--- src/rtl/reg_passthrough_store_pkg.sv ---
// Shared definitions for the generated memory primitives: address width and
// the index-width rule used to decode word addresses.
package reg_passthrough_store_pkg;

  localparam int ADDR_W = 32;

  // Number of address bits needed to select one of `depth` words (at least 1).
  function automatic int idx_width(input int depth);
    return (depth > 1) ? $clog2(depth) : 1;
  endfunction

endpackage

--- src/rtl/reg_passthrough_store_add.sv ---
// Portless stand-in for the `add` functional unit; one instance is placed
// per call/alloca site and carries no logic of its own.
module add;
endmodule

--- src/rtl/reg_passthrough_store.sv ---
// Storage unit behind one HLS alloca: a single word or a small register file,
// with same-cycle write-through so stores and loads can chain within one state.
module reg_passthrough_store
  import reg_passthrough_store_pkg::*;
#(
  parameter int WIDTH = 32,
  parameter int DEPTH = 1
) (
  input  logic              clk,
  input  logic              rst,
  input  logic [ADDR_W-1:0] raddr,
  output logic [WIDTH-1:0]  rdata,
  input  logic [ADDR_W-1:0] waddr,
  input  logic [WIDTH-1:0]  wdata,
  input  logic              wen
);

  localparam int IDX_W = idx_width(DEPTH);

  logic [WIDTH-1:0] r_mem [DEPTH];
  logic [WIDTH-1:0] w_rword;
  logic [IDX_W-1:0] w_ridx;
  logic [IDX_W-1:0] w_widx;
  logic             w_rvalid;
  logic             w_wvalid;
  logic             w_unused_addr;

  // Upper address bits are intentionally ignored.
  assign w_unused_addr = ^{raddr, waddr};

  add u_add ();

  generate
    if (DEPTH == 1) begin : g_single
      assign w_ridx   = '0;
      assign w_widx   = '0;
      assign w_rvalid = 1'b1;
      assign w_wvalid = 1'b1;
      assign w_rword  = r_mem[0];

      always_ff @(posedge clk or negedge rst) begin
        if (!rst) begin
          r_mem[0] <= '0;
        end else if (wen) begin
          r_mem[0] <= wdata;
        end
      end
    end else begin : g_multi
      // Indices past DEPTH only occur for non-power-of-two depths.
      localparam logic [IDX_W:0] DEPTH_L = (IDX_W + 1)'(DEPTH);

      assign w_ridx   = raddr[IDX_W-1:0];
      assign w_widx   = waddr[IDX_W-1:0];
      assign w_rvalid = ({1'b0, w_ridx} < DEPTH_L);
      assign w_wvalid = ({1'b0, w_widx} < DEPTH_L);
      assign w_rword  = r_mem[w_ridx];

      always_ff @(posedge clk or negedge rst) begin
        if (!rst) begin
          for (int i = 0; i < DEPTH; i++) begin
            r_mem[i] <= '0;
          end
        end else if (wen && w_wvalid) begin
          r_mem[w_widx] <= wdata;
        end
      end
    end
  endgenerate

  // Forwarding only applies to a write that will actually land in storage.
  always_comb begin
    rdata = '0;
    if (rst) begin
      if (wen && w_wvalid && (w_widx == w_ridx)) begin
        rdata = wdata;
      end else if (w_rvalid) begin
        rdata = w_rword;
      end
    end
  end

endmodule

--- config.mk ---
export PLATFORM = sky130hd
export DESIGN_NAME = reg_passthrough_store
export DESIGN_NICKNAME = d
export VERILOG_FILES = /design/src/rtl/reg_passthrough_store_pkg.sv /design/src/rtl/reg_passthrough_store_add.sv /design/src/rtl/reg_passthrough_store.sv
export SDC_FILE = /design/constraint.sdc
export NUM_CORES = 1
export LEC_CHECK = 0
export ABC_AREA = 1
export CORE_MARGIN = 5
export CORE_UTILIZATION = 32
export DETAILED_ROUTE_END_ITERATION = 10
export PLACE_DENSITY = 0.76
export SYNTH_ARGS = -nofsm -noshare
export SYNTH_HDL_FRONTEND = slang
export SYNTH_HIERARCHICAL = 1
export SYNTH_SLANG_ARGS = --single-unit
--- constraint.sdc ---
create_clock -name clk -period 0.8 [get_ports clk]
set_input_delay 0.12 -clock clk [delete_from_list [all_inputs] [get_ports clk]]
set_output_delay 0.12 -clock clk [all_outputs]
set_load 0.1 [all_outputs]
==> metrics.md, run 1 <==
| Metric | Value |
|---|---|
| Mapped Cells | 268 |
| 1st-iter DRT viols | 21 |
| Post-DP HPWL | 3220 um |
| Worst Path Arrival | 1.11 ns |
| Leakage dissipation | 1.86 nW |
| WL final | between 4000 and 5000 um |
| Top flop regs | r_mem x32 |
| Post-Route Utilization | roughly 60% |
| CTS H-tree depth | 2 |
| Sequential share of power | 30.1% |
| Top Ports | around 130 |
| CTS tree | built |
| Post-layout min period | 1.23 ns |
| Dpl cells | between 400 and 500 |
| Yosys top cell by area | dfrtp_1 |
| Core Region | approximately 0.006 mm2 |
| DIE AREA | ~0.0078 mm2 |
| Vias | about 1,700 |
| Drt wl/cell | 10.8 um |
| Syn Area/Cell | 7.29 um2 |
| Req. time, crit path | 0.68 ns |
| Failing checks | negative setup slack |
| Fraction of layout cells with a size suffix above 1 | 51.8% |
| Worst-margin pin slew | 0.293 ns |
| CTS clk-pin slew, worst paths | 0.07 ns |
| Clock skew | 0 ns |
| Overflow after GRT | 0 |
| Clock Power Share | about 25% |
| Vias per cell | 3.91 |
| Share of the synthesized area in the top cell type | between 40 and 50% |
| Clk root buf | clkbuf_8 |
| Initial Util | 33.0% |
| Status | complete, but fails checks |
| Synth Warn # | 6 |
| Top reg by flops | r_mem |
| Period utilization | 153% |
| RSZ-0062 raised after global routing | true |
| Max Freq | ~810 MHz |
| First-pass GRT wire length | roughly 8000 um |
| Final number of hold-violating endpoints | 0 |
| Clock buffer count from CTS | 5 |
| TritonRoute pass-1 iters | 4 |
| CP Class | flop to output pin |
| Net Switching | 2.28 mW |
| Port-buffer cells | 66 |
| Setup violations, final | 33 |
| Max reg flops | 32 |
| Worst Setup Start Kind | flop |
| Class of the worst hold path | input pin to flop |
| Sequential fraction of the synthesis area | 41.0% |
| Synth unique cells | 10 |
| Netlist Area Pre-Place | about 0.0020 mm2 |
| Max-slew headroom | 80.4% |
| Final worst slack | -0.427 ns |
| Total global-route track usage | 13.0% |
| Comb power frac | roughly 45% |
| Layout Cells excl Fill | 428 |
| PD cells | roughly 1700 mW/mm2 |
| Crit Path Max Fanout | 2 |
| Most frequent cells in the layout | inv_1, nand2_2, buf_12, nand2_1 |
| Row count | 28 |
| Most common cell after layout, fill and taps aside | inv_1 |
| Slew Viols, Final | 0 |
| Worst vdd ir | 0.00106 V |
| ANT nets after route | 0 |
| N_diodes | 0 |
| Post-route DRC | 0 |
| Number of global-route vias before repair | approximately 1,700 |
| Worst skew pair latency | between 0.2 and 0.3 ns |
| Largest net degree at the start of global routing | 33 |
| Routability-driven placement congestion ratio | between 0.7 and 0.8 |
| Sw Ratio | 37.9% |
| Layout area overhead | 81.8% |
| Num Clock Sinks | 32 |
| Die width | approximately 90 um |
| Initial antenna violation count | 0 |
| Nets | 451 |
| Mapped Nets | 367 |
| CTS Buffer Depth | 2 |
| Die height | 88.2 um |
| Internal Power | 3.73 mW |
| FF+latch count, synth | 32 |
| Kind of end point of the critical path | output pin |
| Synth area leaders | dfrtp_1, nand2_2, inv_1, nor2_2, nand2_1 |
| MaxCap Viol Count | 0 |
-- critical path: stages (launching register included) --
cell	delay (ns)
dfrtp_1	0.33
inv_1	0.04
nand2_1	0.07
nand2_2	0.08
nor2_4	0.12
buf_12	0.18
-- metrics by stage --
step	hold WS (ns)	setup slack (ns)	setup TNS, ns	total power [mW]	cell area, um2
CTS	0.365	-0.409	-12.51	6.01	3470
detailed placement	0.203	-0.746	-41.12	4.41	3270
finish	0.379	-0.427	-12.13	6.02	3550
global route	0.410	-0.487	-14.55	6.31	3550
floorplan	-0.176	-0.328	-10.21	3.50	2170
global placement	0.195	-0.727	-40.38	4.38	3270
-- what timing repair did --
item	in CTS	in global routing
hold buffers	1	0
endpoints found under the setup margin	64	77
resized for setup	23	41
setup buffers	7	5
cloned	1	0
pin swaps	35	2
endpoints found under the hold margin	32	0
-- metal layers --
metal / part of all wire, % / up-vias / wire length (um) / GRT usage, %
li1: - / 875 / - / -
met1: 40 / 753 / 1870 / 15.5
met2: 54 / 42 / 2490 / 23.2
met3: 5.3 / 2 / 243 / 3.57
met4: 0.41 / 0 / 19 / 2.88
met5: 0 / - / 0 / 0
-- cell families after synthesis --
logic type	synth area share [%]
buffers and inverters	22.9
AND/OR/NAND/NOR	36.1
flip-flops	41.0
-- power by group through the flow --
stage | registers (mW) | clock network (mW) | logic [mW]
finish | 1.81 | 1.49 | 2.72
global route | 1.82 | 1.61 | 2.87
CTS | 1.80 | 1.54 | 2.67
detailed placement | 1.83 | 0 | 2.58
global placement | 1.82 | 0 | 2.56
floorplan | 1.82 | 0 | 1.69
-- layout make-up --
class | count | area [um2]
Clock buffer | 6 | 72.6
Clock inverter | 2 | 35.0
Fill cell | 515 | 2370
Inverter | 98 | 395
Multi-Input combinational cell | 128 | 943
Sequential cell | 32 | 801
Tap cell | 75 | 93.8
Timing Repair Buffer | 86 | 1200
Timing Repair inverter | 1 | 8.76
-- worst paths after layout --
kind / start / to / slack, ns / cells after the start
worst max-delay path: r_mem[31] / rdata[31] / -0.43 / 5
worst min-delay path: wen / r_mem[20] / 0.38 / 5
worst max register to register: r_mem[31] / r_mem[31] / -0.10 / 6
worst min register to register: r_mem[30] / r_mem[30] / 0.56 / 4
max in group asynchronous: rst / r_mem[24] / 0.15 / 3
min in group asynchronous: rst / r_mem[8] / 0.41 / 3
-- synthesized netlist by cell type --
cell      n
nor2_1    2
buf_4     1
inv_4     1
nor2_2   30
dfrtp_1  32
nand2_1  36
inv_1    97
nand2_2  60
buf_2     5
buf_6     4
No activity file was read; power rests on OpenSTA's default activity.
==> inputs of run 2 (changes only) <==
==> constraint.sdc (replaced) <==
create_clock -name clk -period 0.8 [get_ports clk]
set_input_delay 0.24 -clock clk [delete_from_list [all_inputs] [get_ports clk]]
set_output_delay 0.24 -clock clk [all_outputs]
set_load 0.1 [all_outputs]
==> run 2 against run 1 <==
- cell count increased by 2.8%
- via count increased by 3.3%
- register-to-register slack about the same
- clock skew unchanged
- total power decreased by 1.9%
- hold slack got worse by 0.38 ns
- flip-flop and latch count unchanged
- die area unchanged
- clock power decreased by 15%
- design area increased by 2.6%
- critical path type unchanged
- the run still ends with negative setup slack left
- wire length increased by 8.8%
==> metrics.md, run 2 (synthesis results as in run 1) <==
| Metric | Value |
|---|---|
| Worst skew pair latency | 0.28 ns (about the same) |
| Max reg flops | 32 (unchanged) |
| Max Freq | 746 MHz (-8.5%) |
| Die height | 88.2 um (unchanged) |
| Most common cell after layout, fill and taps aside | inv_1 |
| RSZ-0062 raised after global routing | true |
| Vias | 1,727 (+3.3%) |
| Cell family with most CP delay | flip-flops |
| Max-slew headroom | 72.7% (-7.7 points) |
| Total global-route track usage | 13.9% (+0.95 points) |
| Routability-driven placement congestion ratio | 0.722 (-3.3%) |
| Layout area overhead | 86.6% |
| WP buf/inv | 2 (unchanged) |
| Dpl cells | 417 (+0.48%) |
| Worst-margin pin slew | 0.409 ns (+0.116 ns) |
| Most frequent cells in the layout | inv_1, nand2_2, nand2_1, buf_12 |
| Kind of end point of the critical path | output pin |
| CP startpoint | r_mem[30] |
| Final worst slack | -0.540 ns (-0.113 ns) |
| CTS tree | built |
| WL final | 5020 um (+8.8%) |
| Fin area | 0.00365 mm2 (+2.6%) |
| Top flop regs | r_mem x32 |
| Clk root buf | clkbuf_8 |
| Dpl cell area | 0.00328 mm2 (+0.38%) |
| TritonRoute pass-1 iters | 4 (unchanged) |
| Setup TNS | -16.81 ns (-4.68 ns) |
| Status | complete, but fails checks |
| Clock skew | 0 ns (unchanged) |
| Leakage dissipation | 1.97 nW (+6.0%) |
| Clock Power Share | 21.5% (-3.2 points) |
| Slew Viols, Final | 0 (unchanged) |
| Class of the worst hold path | input pin to async pin |
| Net Switching | 2.34 mW (+2.5%) |
| CP Class | flop to output pin |
| CTS Buffer Depth | 2 (unchanged) |
| Worst Path Arrival | 1.10 ns (about the same) |
| CTS clk-pin slew, worst paths | 0.07 ns (about the same) |
| Req. time, crit path | 0.56 ns (-0.12 ns) |
| Crit Path Max Fanout | 2 (unchanged) |
| PD cells | 1620 mW/mm2 (-4.4%) |
| Top reg by flops | r_mem |
| Internal Power | 3.56 mW (-4.6%) |
| Port-buffer cells | 66 (unchanged) |
| Num Clock Sinks | 32 (unchanged) |
| Top Ports | 131 (unchanged) |
| Sw Ratio | 39.7% (+1.7 points) |
| Post-layout min period | 1.34 ns (+0.113 ns) |
| Number of global-route vias before repair | 1,792 (+3.5%) |
| Drt wl/cell | 11.4 um (+5.8%) |
| Post-Route Utilization | 61.6% (+1.6 points) |
| Max incr delay on CP | 0.35 ns (+0.02 ns) |
| Layout Cells excl Fill | 440 (+2.8%) |
| CTS H-tree depth | 2 (unchanged) |
| Worst reg2reg startpoint | r_mem[13] |
| 1st-iter DRT viols | 36 (+71%) |
| Clock buffer count from CTS | 5 (unchanged) |
| Fraction of layout cells with a size suffix above 1 | 54.2% (+2.4 points) |
| Post-route DRC | 0 (unchanged) |
| Worst Setup Start Kind | flop |
| Final number of hold-violating endpoints | 0 (unchanged) |
| Core Region | 0.00592 mm2 (unchanged) |
| Comb power frac | 48.0% (+2.8 points) |
| Period utilization | 168% (+14 points) |
| Failing checks | negative setup slack |
| Overflow after GRT | 0 (unchanged) |
| DIE AREA | 0.00777 mm2 (unchanged) |
| Largest net degree at the start of global routing | 33 (unchanged) |
| ANT nets after route | 0 (unchanged) |
| Die width | 88.2 um (unchanged) |
| Initial Util | 33.0% (unchanged) |
| Slowest cell on the critical path | dfrtp_1 |
| MaxCap Viol Count | 0 (unchanged) |
| Sequential share of power | 30.6% (+0.5 points) |
| Worst vdd ir | 0.000910 V (-14%) |
| First-pass GRT wire length | 8280 um (+5.6%) |
| Post-DP HPWL | 3370 um (+4.7%) |
| Setup violations, final | 39 (+18%) |
| N_diodes | 0 (unchanged) |
| Nets | 463 (+2.7%) |
| Vias per cell | 3.93 (+0.47%) |
| Row count | 28 (unchanged) |
| Worst path cell trace | inv_2 -> nand2_2 -> nand2_4 -> nor2_4 -> buf_12 |
| Initial antenna violation count | 0 (unchanged) |
run 2: area by class of cell:
cell class              count  area, um2
multi-input cells         128        966
repair inverters            1       8.76
well taps                  75       93.8
inverters                  98        395
repair buffers             98       1290
flip-flops and latches     32        801
clock buffers               8       90.1
fillers                   525       2270
run 2: timing repair:
item / CTS / global route
hold buffers: 0 / 0
gates resized for setup: 72 / 47
pin swaps: 64 / 16
cloned: 1 / 0
setup endpoints to repair: 64 / 51
setup buffers: 15 / 8
run 2: power groups by stage:
stage / Sequential (mW) / Combinational, mW / Clock (mW)
after floorplan: 1.82 / 1.68 / 0
after global placement: 1.82 / 2.56 / 0
after detailed placement: 1.83 / 2.59 / 0
after CTS: 1.80 / 2.74 / 1.31
after global routing: 1.81 / 2.99 / 1.40
final: 1.80 / 2.83 / 1.27
run 2: final timing paths:
| check | slack, ns | end | cells past startpoint |
|---|---|---|---|
| hold / removal | 0.003 | r_mem[21] | 2 |
| min in group clk | 0.38 | r_mem[20] | 5 |
| setup / recovery | -0.54 | rdata[30] | 5 |
| max in group asynchronous | 0.50 | r_mem[3] | 2 |
| hold reg to reg | 0.57 | r_mem[10] | 4 |
| setup reg to reg | -0.09 | r_mem[13] | 6 |
run 2: through the flow:
step                total power, mW  setup WS, ns  hold slack (ns)
floorplan                      3.50        -0.568          -0.0556
global placement               4.38        -0.973            0.310
detailed placement             4.42         -1.00            0.321
CTS                            5.84        -0.541           0.0167
global route                   6.20        -0.605           0.0491
finish                         5.90        -0.540          0.00306
run 2: worst reg2reg max path, delay by kind of cell, from the launching register on:
kind,cells,cell delay (ns)
buffers and inverters,4,0.26
flip-flops,1,0.37
AND/OR/NAND/NOR,2,0.15
run 2: per-layer routing:
metal / vias to the layer above / GRT usage (%) / wire length, um
met5: - / 0 / 0
met4: 0 / 3.30 / 43
met3: 5 / 4.05 / 324
met2: 43 / 24.9 / 2750
met1: 788 / 16.4 / 1910
li1: 891 / - / -
